<file path="src/rtl/noc_mcast_fork.sv">
`default_nettype none
// ============================================================================
// Module   : noc_mcast_fork
// Brief    : Zero-latency multicast fork; replicates packets to mesh ports.
// Revision : 1.0
// ============================================================================
module noc_mcast_fork #(
    parameter int         NumDest   = 2,
    parameter int         DataWidth = 64,
    parameter logic [4:0] PortsEn   = 5'b11111
) (
    input  logic                   clk,
    input  logic                   rst,
    input  logic [5:0]             position,
    input  logic [DataWidth-1:0]   data_in,
    input  logic                   data_in_valid,
    output logic                   data_in_ready,
    output logic [5*DataWidth-1:0] data_out,
    output logic [4:0]             data_out_valid,
    input  logic [4:0]             data_out_ready
);

    localparam int c_NUM_PORTS = 5;
    localparam int c_PORT_N    = 0;
    localparam int c_PORT_S    = 1;
    localparam int c_PORT_W    = 2;
    localparam int c_PORT_E    = 3;
    localparam int c_PORT_L    = 4;
    localparam int c_DEST_LSB  = NumDest + 5;

    localparam logic [1:0] c_IDLE = 2'd0;
    localparam logic [1:0] c_FWD  = 2'd1;
    localparam logic [1:0] c_DROP = 2'd2;

    // X is resolved first, then Y, so routes are deadlock-free in the mesh.
    function automatic logic [4:0] route_port(input logic [5:0] dest, input logic [5:0] pos);
        logic [4:0] onehot;
        onehot = '0;
        if (dest[2:0] > pos[2:0]) begin
            onehot[c_PORT_E] = 1'b1;
        end else if (dest[2:0] < pos[2:0]) begin
            onehot[c_PORT_W] = 1'b1;
        end else if (dest[5:3] < pos[5:3]) begin
            onehot[c_PORT_N] = 1'b1;
        end else if (dest[5:3] > pos[5:3]) begin
            onehot[c_PORT_S] = 1'b1;
        end else begin
            onehot[c_PORT_L] = 1'b1;
        end
        return onehot;
    endfunction

    logic [1:0]                         r_state;
    logic [1:0]                         w_state_nxt;
    logic [4:0]                         r_route_mask;
    logic [4:0]                         r_sent;
    logic [4:0]                         w_sent_nxt;
    logic [NumDest-1:0][4:0]            w_slot_port;
    logic [c_NUM_PORTS-1:0][NumDest-1:0] w_port_val;
    logic [4:0]                         w_route_mask;
    logic [4:0]                         w_active_mask;
    logic [4:0]                         w_offer;
    logic [4:0]                         w_accept;
    logic                               w_is_head;
    logic                               w_is_tail;
    logic                               w_head_idle;

    assign w_is_head   = data_in[DataWidth-1];
    assign w_is_tail   = data_in[DataWidth-2];
    assign w_head_idle = (r_state == c_IDLE) && w_is_head;

    generate
        for (genvar i = 0; i < NumDest; i++) begin : g_slot
            assign w_slot_port[i] = data_in[i]
                ? route_port(data_in[c_DEST_LSB + 6*i +: 6], position)
                : 5'b00000;
        end

        for (genvar p = 0; p < c_NUM_PORTS; p++) begin : g_port
            for (genvar i = 0; i < NumDest; i++) begin : g_port_slot
                assign w_port_val[p][i] = w_slot_port[i][p] & PortsEn[p];
            end

            assign w_route_mask[p] = |w_port_val[p];

            // Only a head seen in IDLE is rewritten; everything else passes unchanged.
            assign data_out[p*DataWidth +: DataWidth] = w_head_idle
                ? {data_in[DataWidth-1:NumDest], w_port_val[p]}
                : data_in;
        end
    endgenerate

    always_ff @(posedge clk or posedge rst) begin
        if (rst) begin
            r_state <= c_IDLE;
        end else begin
            r_state <= w_state_nxt;
        end
    end

    always_comb begin
        w_state_nxt = r_state;
        if (data_in_ready) begin
            case (r_state)
                c_IDLE: begin
                    if (w_is_head && !w_is_tail) begin
                        w_state_nxt = (w_route_mask == 5'b00000) ? c_DROP : c_FWD;
                    end
                end
                c_FWD, c_DROP: begin
                    if (w_is_tail) begin
                        w_state_nxt = c_IDLE;
                    end
                end
                default: w_state_nxt = c_IDLE;
            endcase
        end else if (r_state != c_IDLE && r_state != c_FWD && r_state != c_DROP) begin
            w_state_nxt = c_IDLE;
        end
    end

    always_comb begin
        w_active_mask = 5'b00000;
        case (r_state)
            c_IDLE:  w_active_mask = w_is_head ? w_route_mask : 5'b00000;
            c_FWD:   w_active_mask = r_route_mask;
            default: w_active_mask = 5'b00000;
        endcase

        w_offer        = {5{data_in_valid & ~rst}} & w_active_mask & ~r_sent;
        data_out_valid = w_offer;
        w_accept       = w_offer & data_out_ready;
        // Consumed once every routed port has taken its copy, now or earlier.
        data_in_ready  = data_in_valid & ~rst
                       & ((w_active_mask & ~(r_sent | w_accept)) == 5'b00000);
        w_sent_nxt     = data_in_ready ? 5'b00000 : (r_sent | w_accept);
    end

    always_ff @(posedge clk or posedge rst) begin
        if (rst) begin
            r_sent       <= 5'b00000;
            r_route_mask <= 5'b00000;
        end else begin
            r_sent <= w_sent_nxt;
            if (data_in_ready && w_head_idle) begin
                r_route_mask <= w_route_mask;
            end
        end
    end

endmodule
`default_nettype wire

</file>
<file path="config.mk">
export PLATFORM = sky130hd
export DESIGN_NAME = noc_mcast_fork
export DESIGN_NICKNAME = d
export VERILOG_FILES = /design/src/rtl/noc_mcast_fork.sv
export SDC_FILE = /design/constraint.sdc
export NUM_CORES = 1
export LEC_CHECK = 0
export ABC_AREA = 0
export CORE_AREA = 4 4 155 157
export CTS_CLUSTER_SIZE = 20
export DETAILED_ROUTE_END_ITERATION = 12
export DIE_AREA = 0 0 159 161
export GPL_TIMING_DRIVEN = 0
export PLACE_DENSITY = 0.53
export SYNTH_ARGS = -nofsm -noshare
export SYNTH_HDL_FRONTEND = slang
export SYNTH_SLANG_ARGS = --single-unit
</file>
<file path="constraint.sdc">
create_clock -name clk -period 2.3 [get_ports clk]
set_clock_uncertainty 0.15 [all_clocks]
set_input_delay 0.46 -clock clk [delete_from_list [all_inputs] [get_ports clk]]
set_output_delay 0.46 -clock clk [all_outputs]
set_load 0.005 [all_outputs]
</file>
==> impl_metrics.json <==
{
  "die_w_um": 159,
  "start_util_pct": 16.0,
  "antenna_found_initial": 0,
  "drive_gt1_share_pct": 52.3,
  "numCtsBuffers": 3,
  "hpwl_mm": 12.6,
  "rsz0062_at_grt": "yes",
  "gp_congestion": 0.726,
  "power_density_nw_per_um2": 301,
  "firstDrtPassIters": 4,
  "status": "complete, but fails checks",
  "layout_commonest_cell": "buf_4",
  "peakVddDrop_uv": 234,
  "drc": 0,
  "root_buffer": "clkbuf_16",
  "slew_headroom_pct": 77.4,
  "synth_top_area_share_pct": 64.7,
  "wl_per_cell_um": 12.7,
  "p_leak_nw": 3.78,
  "fin_total_pwr_w": 0.00246,
  "viasPerCell": 3.40,
  "timing.critical_path.arrival_ps": 2130,
  "worstPathRequired_ps": 1690,
  "yosys.area.top_type": "buf_4",
  "synth_nets": 557,
  "yosysUniqueCellTypes": 43,
  "num_vias": 3860,
  "place_inst": 1104,
  "grt_pass1_wl_mm": 21.1,
  "ant_nets": 0,
  "instances_no_fill": 1134,
  "clk_latency_ps": 240,
  "wl_mm": 14.4,
  "yosysSeqAreaShare_pct": 8.34,
  "syn_area_um2": 3600,
  "fin_ws_ps": -442,
  "setup_viol_count_final": 14,
  "max_freq_ghz": 0.365,
  "tritoncts": "done",
  "area.growth.synth_to_final_pct": 127,
  "cp-start-kind": "input port",
  "n_antenna_cell": 0,
  "ys_async_sr_fraction_pct": 100,
  "htree_levels": 1,
  "avgSynthCellArea_um2": 7.76,
  "cp-end-kind": "primary output",
  "synth_cells": 464,
  "cp_max_fo": 3,
  "fin_nets": 943,
  "clk_pin_slew_ps": 40,
  "clk_path_buf_depth": 2,
  "synth-edff-count": 0,
  "ys_seq_elements": 12,
  "port_buffers": 355,
  "worst_pin_slew_ps": 336,
  "crit_type": "input port to primary output",
  "grt_max_degree": 14,
  "synth_top_flop_cell": "dfrtp_1",
  "overflow": 0,
  "hold_viol": 0,
  "core_area_um2": 22500,
  "finalCritPeriodShare_pct": 119,
  "maxCapViolations": 0,
  "violations": "setup timing",
  "final.min_clock_period_ps": 2740,
  "grt_use_total_pct": 9.98,
  "drt-initial-drc-count": 51,
  "die_h_um": 161,
  "ios": 404,
  "yosysWarnings": 0,
  "hold_class": "flop to flop",
  "drv_slew": 0,
  "final_cell_mix": "buf_4, clkdlybuf4s50_1, nand2_1, buf_2",
  "dieArea_um2": 25600,
  "cts.sinks": 12,
  "num_rows": 55,
  "yosys-top-cells-area": "buf_4, dfrtp_1, ha_1, nand2_1, a21oi_1",
  "grt_pass1_vias": 3777
}
## cell families after synthesis
group | Yosys count | synth area share [%]
AOI/OAI and AO/OA | 44 | 10.2
adders and majority gates | 15 | 5.21
buffers and inverters | 326 | 66.4
DFF | 12 | 8.34
muxes | 5 | 1.56
and+or+nand+nor | 62 | 8.34
## worst max-delay path, stage by stage
cell,delay (ps)
buf_8,70
clkinvlp_4,110
ha_4,300
and3_4,190
a211oi_4,50
a32o_2,260
a22oi_2,270
o32ai_4,170
nor2_4,140
buf_6,110
## cell type report
class / count / area, µm²
Multi-Input combinational cell: 126 / 1300
Inverter: 15 / 76.3
Timing Repair Buffer: 381 / 3700
Tap cell: 285 / 357
Fill cell: 2264 / 14300
Clock buffer: 4 / 88.8
Buffer: 311 / 2340
Sequential cell: 12 / 300
## what timing repair did
action                                  in CTS  in global routing
endpoints found under the setup margin      90                 27
hold buffers                                 0                  0
buffers inserted                            16                 10
resized for setup                          197                 27
pin swaps                                   33                 18
## Yosys cell counts, types with 2 or more instances
| cell type | instances |
|---|---|
| mux2_2 | 5 |
| a21oi_1 | 12 |
| a21boi_0 | 2 |
| buf_4 | 310 |
| ha_1 | 15 |
| nand3_1 | 6 |
| dfrtp_1 | 12 |
| nand3b_1 | 2 |
| nor3_1 | 6 |
| and2_1 | 3 |
| o21a_1 | 3 |
| nand4_1 | 2 |
| nor2_1 | 15 |
| a22oi_1 | 4 |
| inv_1 | 15 |
| a21oi_2 | 3 |
| a32o_1 | 2 |
| a22oi_2 | 2 |
| or4_1 | 3 |
| nand2_1 | 19 |
## power breakdown
| group | switching, W | internal, W |
|---|---|---|
| registers | 0.0000510 | 0.000260 |
| logic | 0.000617 | 0.00117 |
| clock network | 0.0000943 | 0.000263 |
## metal layers
metal / GRT usage [%] / vias to the layer above / routed length (µm)
li1: - / 1961 / -
met1: 9.77 / 1670 / 4850
met2: 19.5 / 222 / 7700
met3: 5.18 / 7 / 1770
met4: 0.592 / 0 / 57
met5: 0 / - / 0
## flip-flops by register name, indices dropped and copies added (netlist names)
| register | flops |
|---|---|
| r_state | 2 |
| r_route_mask | 5 |
| r_sent | 5 |
## path summary, 6_finish.rpt
kind	start	end	slack, ps	depth (start not counted)
setup / recovery	position[5]	data_in_ready	-440	10
setup reg to reg	r_state[0]	r_state[0]	-110	9
hold reg to reg	r_route_mask[2]	r_route_mask[2]	380	1
max in group asynchronous	rst	r_route_mask[0]	1360	3
min in group asynchronous	rst	r_sent[0]	480	3
hold / removal	r_route_mask[2]	r_route_mask[2]	380	1
## per-stage QoR
| stage | worst slack (ps) | hold slack (ps) | area, µm² | util (%) | TNS [ps] |
|---|---|---|---|---|---|
| floorplan | -162 | 183 | 3720 | - | -1220 |
| global placement | -1670 | 355 | 7630 | 33.9 | -29810 |
| detailed placement | -1670 | 368 | 7630 | 33.9 | -30260 |
| CTS | -439 | 384 | 8040 | 35.7 | -3410 |
| global route | -540 | 393 | 8150 | 36.2 | -4680 |
| finish | -442 | 382 | 8150 | 36.2 | -3310 |
No activity file was read; power rests on OpenSTA's default activity.
